File: src/rtl/inst_data_arbiter.sv
// Two-requester (fetch / MEM) arbiter onto a single SRAM-like bus, one outstanding transaction.
// Define ARB_ROUND_ROBIN_EN for round-robin arbitration; default is fixed priority (data wins).
module inst_data_arbiter (
    input  logic        clk,
    input  logic        rst,

    input  logic        inst_req,
    input  logic [31:0] inst_addr,
    output logic        inst_addr_ok,
    output logic        inst_data_ok,
    output logic [31:0] inst_rdata,

    input  logic        data_req,
    input  logic        data_wr,
    input  logic [1:0]  data_size,
    input  logic [31:0] data_addr,
    input  logic [31:0] data_wdata,
    input  logic        data_kill,
    output logic        data_addr_ok,
    output logic        data_data_ok,
    output logic [31:0] data_rdata,

    output logic        bus_req,
    output logic        bus_wr,
    output logic [1:0]  bus_size,
    output logic [31:0] bus_addr,
    output logic [31:0] bus_wdata,
    input  logic        bus_addr_ok,
    input  logic        bus_data_ok,
    input  logic [31:0] bus_rdata
);

    typedef enum logic [1:0] {S_IDLE, S_ADDR, S_WAIT} state_t;
    typedef enum logic {OWN_INST, OWN_DATA} owner_t;

    state_t      r_state;
    state_t      w_state_nxt;
    owner_t      r_owner;
    logic        r_wr;
    logic [1:0]  r_size;
    logic [31:0] r_addr;
    logic [31:0] r_wdata;

    logic        w_idle;
    logic        w_data_valid;
    logic        w_pick_data;
    logic        w_grant_inst;
    logic        w_grant_data;
    logic        w_complete;

    assign w_data_valid = data_req & ~data_kill;
    // Reset is asynchronous, so grants are also masked while it is held.
    assign w_idle       = (r_state == S_IDLE) & rst;

`ifdef ARB_ROUND_ROBIN_EN
    owner_t r_last_grant;

    assign w_pick_data = w_data_valid & (~inst_req | (r_last_grant == OWN_INST));

    always_ff @(posedge clk or negedge rst) begin
        if (!rst) begin
            r_last_grant <= OWN_INST;
        end else if (w_grant_data) begin
            r_last_grant <= OWN_DATA;
        end else if (w_grant_inst) begin
            r_last_grant <= OWN_INST;
        end
    end
`else
    assign w_pick_data = w_data_valid;
`endif

    assign w_grant_data = w_idle & w_pick_data;
    assign w_grant_inst = w_idle & inst_req & ~w_pick_data;

    // NOTE: every always_comb output gets a default first so no path can infer a latch.
    always_comb begin
        w_state_nxt = r_state;
        w_complete  = 1'b0;
        case (r_state)
            S_IDLE: begin
                if (w_grant_data || w_grant_inst) w_state_nxt = S_ADDR;
            end
            S_ADDR: begin
                if (bus_addr_ok) begin
                    if (bus_data_ok) begin
                        w_complete  = 1'b1;
                        w_state_nxt = S_IDLE;
                    end else begin
                        w_state_nxt = S_WAIT;
                    end
                end
            end
            S_WAIT: begin
                if (bus_data_ok) begin
                    w_complete  = 1'b1;
                    w_state_nxt = S_IDLE;
                end
            end
            default: w_state_nxt = S_IDLE;
        endcase
    end

    // NOTE: sequential state uses non-blocking assignments so all registers update together.
    always_ff @(posedge clk or negedge rst) begin
        if (!rst) begin
            r_state <= S_IDLE;
            r_owner <= OWN_INST;
            r_wr    <= 1'b0;
            r_size  <= 2'b00;
            r_addr  <= 32'h0;
            r_wdata <= 32'h0;
        end else begin
            r_state <= w_state_nxt;
            if (w_grant_data) begin
                r_owner <= OWN_DATA;
                r_wr    <= data_wr;
                r_size  <= data_size;
                r_addr  <= data_addr;
                r_wdata <= data_wdata;
            end else if (w_grant_inst) begin
                r_owner <= OWN_INST;
                r_wr    <= 1'b0;
                r_size  <= 2'b10;
                r_addr  <= inst_addr;
                r_wdata <= 32'h0;
            end
        end
    end

    assign inst_addr_ok = w_grant_inst;
    assign data_addr_ok = w_grant_data;
    assign inst_data_ok = w_complete & (r_owner == OWN_INST);
    assign data_data_ok = w_complete & (r_owner == OWN_DATA);
    assign inst_rdata   = inst_data_ok ? bus_rdata : 32'h0;
    assign data_rdata   = data_data_ok ? bus_rdata : 32'h0;

    assign bus_req   = (r_state == S_ADDR);
    assign bus_wr    = bus_req & r_wr;
    assign bus_size  = bus_req ? r_size  : 2'b00;
    assign bus_addr  = bus_req ? r_addr  : 32'h0;
    assign bus_wdata = bus_req ? r_wdata : 32'h0;

endmodule

File: config.mk
export PLATFORM = sky130hd
export DESIGN_NAME = inst_data_arbiter
export DESIGN_NICKNAME = d
export VERILOG_FILES = /design/src/rtl/inst_data_arbiter.sv
export SDC_FILE = /design/constraint.sdc
export NUM_CORES = 1
export LEC_CHECK = 0
export CAP_MARGIN = 20
export CELL_PAD_IN_SITES_DETAIL_PLACEMENT = 1
export CELL_PAD_IN_SITES_GLOBAL_PLACEMENT = 1
export CORE_AREA = 2 2 107 109
export CTS_CLUSTER_DIAMETER = 120
export DETAILED_ROUTE_END_ITERATION = 10
export DIE_AREA = 0 0 109 111
export DONT_BUFFER_PORTS = 1
export PLACE_DENSITY = 0.7
export RECOVER_POWER = 50
export REMOVE_ABC_BUFFERS = 1
export SLEW_MARGIN = 10
export SYNTH_ARGS = -nofsm -noshare
export SYNTH_HDL_FRONTEND = slang
export SYNTH_SLANG_ARGS = --single-unit
File: constraint.sdc
create_clock -name clk -period 2.5 [get_ports clk]
set_input_delay 0.375 -clock clk [delete_from_list [all_inputs] [get_ports clk]]
set_output_delay 0.375 -clock clk [all_outputs]
set_load 0.1 [all_outputs]
* Word level (Yosys, flattened, before mapping)
Cells that the tools add are included.
** Operators by class
- Equal/unequal tests :: 5
- Mux-type cells :: 22
- Bitwise logic cells :: 11
- Reduce and logical (&&, ||, !) cells :: 4
** Operator list (count)
- 32-bit 2-to-1 mux :: 8
- 2-bit 2-to-1 mux :: 7
- 1-bit AND :: 8
- 2-bit one-hot mux with 3 select lines :: 1
- 1-bit 2-to-1 mux :: 5
- 2-bit by 1-bit != test with 1-bit output (second input constant) :: 2
- 1-bit inverter :: 3
- 3-bit AND reduction :: 1
- 2-bit by 1-bit == test with 1-bit output (second input constant) :: 1
- 2-bit == test (second input constant) :: 1
- 2-bit zero test :: 1
- 2-bit != test (second input constant) :: 1
- 1-bit one-hot mux with 2 select lines :: 1
- 2-bit nonzero test :: 1
- 1-bit logical OR :: 1
** Storage, ports and cells
- Register bits :: 70
- Bits of input ports :: 138

* Logic depth before layout (Yosys ltp)
- Depth in word-level cells :: 7
- Depth in mapped cells :: 7

* Least setup slack after synthesis
Ideal clock, no wire load.
- Path type :: register -> output
- Start :: register r_state[1]
- End :: output inst_rdata[22]
- Arrival time :: 3.712 ns
- Slack :: -1.587 ns
- Stages on the path, launching flop included :: 7
- Cell sequence :: dfrtp_1 > inv_1 > ha_1 > a21oi_1 > nor3_2 > clkbuf_1 > and2_1
** On the way
- Cells in the longest elaborated chain, start to end :: 4
- Elaborated cells on any way between the ends :: 5
- Those cells by class :: eq/ne (2); mux (2); bitwise (1)
** RTL lines
- start, declared :: RTL line 36 : state_t r_state;
- start signal, assigned :: RTL line 114 : r_state <= w_state_nxt;
- 2-bit by 1-bit == test with 1-bit output
- named net bus_req :: RTL line 23 : output logic bus_req,
- 1-bit one-hot mux with 2 select lines :: RTL line 80 : case (r_state)
- 1-bit AND :: RTL line 133 : assign inst_data_ok = w_complete & (r_owner == OWN_INST);
- named net inst_data_ok :: RTL line 10 : output logic inst_data_ok,
- 32-bit 2-to-1 mux :: RTL line 135 : assign inst_rdata = inst_data_ok ? bus_rdata : 32'h0;
- end, declared :: RTL line 11 : output logic [31:0] inst_rdata,
The timed path passes the listed nets, and every way through them passes these cells.

* Final worst setup path
- Start :: register r_state[0]
- End :: output data_rdata[18]
** On the way
- Cells in the longest elaborated chain, start to end :: 4
- Elaborated cells on any way between the ends :: 5
- Those cells by class :: eq/ne (2); mux (2); bitwise (1)
** RTL lines
- 2-bit == test or 2-bit by 1-bit == test with 1-bit output (tied branches) :: RTL line 80
- 1-bit one-hot mux with 2 select lines (*) :: RTL line 80
- 1-bit AND (*) :: RTL line 134 : assign data_data_ok = w_complete & (r_owner == OWN_DATA);
- 32-bit 2-to-1 mux (*) :: RTL line 136 : assign data_rdata = data_data_ok ? bus_rdata : 32'h0;
- end, declared :: RTL line 21 : output logic [31:0] data_rdata,
Mark *: on every way between the ends. The rest lies on a longest branch, timed or not.

==> impl_metrics.tcl <==
set metrics [dict create \
    hpwl_um 11600 \
    synth.distinct_cells 26 \
    synth.largest_area_cell "dfrtp_1" \
    synth.avg_cell_area_um2 9.76 \
    wl_per_cell_um 23.4 \
    power.share.combinational_pct 67.5 \
    yosys.area_share.simple_pct 27.3 \
    drc 0 \
    clock_latency_ps 330 \
    period_share_pct 97.5 \
    worst_pin_slew_ps 1740 \
    synthFlopType "dfrtp_1" \
    finalPower_uw 10600 \
    yosysTopAreaCellShare_pct 45.6 \
    syn_to_final_growth_pct 73.8 \
    power_density_mw_per_mm2 1600 \
    first_pass_iters 4 \
    synth_most_common_cell "and2_1" \
    vias 3518 \
    cts_sinks 70 \
    cp-start-kind "flop" \
    start_util_pct 34.6 \
    synthArstFlopShare_pct 100 \
    routed_wl_um 15800 \
    p_seq_share_pct 18.7 \
    final_hold_viol_count 0 \
    grt_pass1_vias 3854 \
    outcome "finished with violations" \
    synthTopCellsByCount "and2_1, dfrtp_1, nand2_1" \
    drv_slew 71 \
    crit_type "flop to output port" \
    syn_inst 393 \
    ioPinCount 274 \
    cts_tree "done" \
    maxCapViolations 1 \
    min_period_ps 2440 \
    p_clk_share_pct 13.9 \
    dp.cells 648 \
    synth_top_family_by_area "simple AND/OR/NAND/NOR gates" \
    power.switching_uw 5920 \
    critPathMaxFanout 9 \
    synth-seq-cells 70 \
    synth_compound_area_share_pct 12.9 \
    seqCellArea_mm2 0.00175 \
    grt_pass1_wl_um 22900 \
    hold_class "input port to flop" \
    p_int_uw 4720 \
    yosysWarnings 0 \
    track_usage_pct 25.0 \
    synthAdderAreaFrac_pct 1.30 \
    yosys-top-cells-area "dfrtp_1, and2_1, mux2i_1" \
    clockBufferDepth 2 \
    synthesis.area_mm2 0.00384 \
    gp_congestion 0.766 \
    cp.arrival_ps 2060 \
    synth_seq_area_share_pct 45.6 \
    utilization_pct 60.2 \
    finalSetupViolCount 0 \
    htreeDepth 3 \
    io_buffers 0 \
    synth-edff-count 0 \
    drtAntennaViolNets 0 \
    switching_share_pct 55.6 \
    grt_max_degree 100 \
    path_clk_slew_ps 60 \
    rsz0062_at_grt "false" \
    drive_above_1_share_pct 37.9 \
    fp.dieH_um 111 \
    row_count 39 \
    dieArea_mm2 0.0121 \
    drt_iter0_markers 167 \
    power.leakage_uw 0.00302 \
    core_mm2 0.0111 \
    slew_headroom_pct -16.2 \
    fmax_mhz 410 \
    die_x_um 109 \
    clock_skew_ps 7.13 \
    fillers 1084 \
    routed_via_density 5.22 \
    crit_path_end_kind "output port" \
    num-nets-final 665 \
    worstPathRequired_ps 2120 \
    final_cells 674 \
    multi_input_area_mm2 0.00201 \
    cts_inserted_buffers 9 \
    hold_ws_ps 187 \
    synth_xor_area_share_pct 0 \
    root_buffer "clkbuf_16" \
    peakVddDrop_mv 1.20 \
    grt-ovfl-total 0 \
    antenna_found_initial 1 \
    violations "capacitance limit, slew limit" \
    synth_mux_area_share_pct 8.64 \
]
==> worst paths after layout <==
kind                                        startpoint                      end  slack [ps]  cells after the start
worst max-delay path            r_state[0]$_DFFE_PN0P_           data_rdata[18]          60                      8
worst min-delay path                     data_wdata[1]   r_wdata[1]$_DFFE_PN0P_         190                      1
worst max register to register  r_state[0]$_DFFE_PN0P_   r_addr[14]$_DFFE_PN0P_         310                      5
worst min register to register   r_addr[1]$_DFFE_PN0P_    r_addr[1]$_DFFE_PN0P_         480                      2
max in group asynchronous                          rst    r_addr[3]$_DFFE_PN0P_         410                      2
min in group asynchronous                          rst  r_wdata[21]$_DFFE_PN0P_        1060                      2
==> per-stage QoR <==
| step | setup slack [ps] | cell area (um2) | setup TNS (ps) |
|---|---|---|---|
| 2_1_floorplan | -2940 | 3690 | -253280 |
| 3_3_place_gp | 452 | 6150 | 0 |
| 3_5_place_dp | 336 | 6150 | 0 |
| 4_1_cts | 23.9 | 6550 | 0 |
| 5_1_grt | 12.3 | 6670 | 0 |
| 6_report | 63.7 | 6670 | 0 |
==> routing by layer <==
| layer | routed length, um | GRT usage (%) | vias up | share of wire [%] |
|---|---|---|---|---|
| li1 | - | - | 1575 | - |
| met5 | 0 | 0 | - | 0 |
| met1 | 5040 | 24.4 | 1683 | 32 |
| met4 | 493 | 10.8 | 0 | 3.1 |
| met3 | 1790 | 10.5 | 39 | 11 |
| met2 | 8480 | 45.1 | 221 | 54 |
==> cells in the final DEF (no fill, tap or decap), types with 3 or more instances in the layout <==
cell type,n
buf_4,44
diode_2,3
ha_1,3
and2_1,104
clkbuf_16,11
and2_4,27
dfrtp_1,70
inv_1,3
buf_12,95
bufinv_16,3
a22o_1,34
mux2i_1,32
o21ai_0,32
nand2_1,35
==> worst max-delay path: stages, from the launching register on <==
cell	delay, ps
dfrtp_1	400
buf_4	140
ha_2	200
a21oi_2	270
nor3b_4	70
buf_6	140
buf_12	130
and2_1	200
buf_12	180
==> power by group through the flow <==
stage | clock network [uW] | registers (uW) | logic (uW)
after floorplan | 0 | 1860 | 5010
after global placement | 0 | 1920 | 6890
after detailed placement | 0 | 1990 | 7080
after CTS | 1510 | 1990 | 7120
after global routing | 1560 | 2050 | 7430
final | 1470 | 1990 | 7180
==> state kept, by name (all words and copies together) (netlist names) <==
| signal | flops |
|---|---|
| r_addr | 32 |
| r_wdata | 32 |
| r_size | 2 |
| r_state | 2 |
| r_owner | 1 |
| r_wr | 1 |
==> cell type report <==
type	instances	area share, %
diodes	3	0.113
flip-flops and latches	70	26.3
multi-input cells	288	30.1
inverters	5	0.319
clock buffers	10	3.58
clock inverters	6	1.63
well taps	143	2.68
repair buffers	149	35.3
==> what timing repair did <==
| item | CTS | global route |
|---|---|---|
| hold buffers | 2 | 0 |
| pin swaps | 0 | 1 |
| buffers inserted | 0 | 3 |
| gates resized for setup | 2 | 35 |
| cloned | 0 | 2 |
| setup endpoints to repair | 30 | 128 |
| endpoints found under the hold margin | 70 | 0 |
==> cell families (layout without fill, tap and decap cells) <==
logic type / count (synthesis) / in the layout
simple gates: 180 / 180
mux: 33 / 33
flops: 70 / 70
compound gates: 71 / 71
other cells: 0 / 3
buf+inv: 35 / 170
fa+ha+maj: 4 / 4
(Power assumes the default switching activity.)
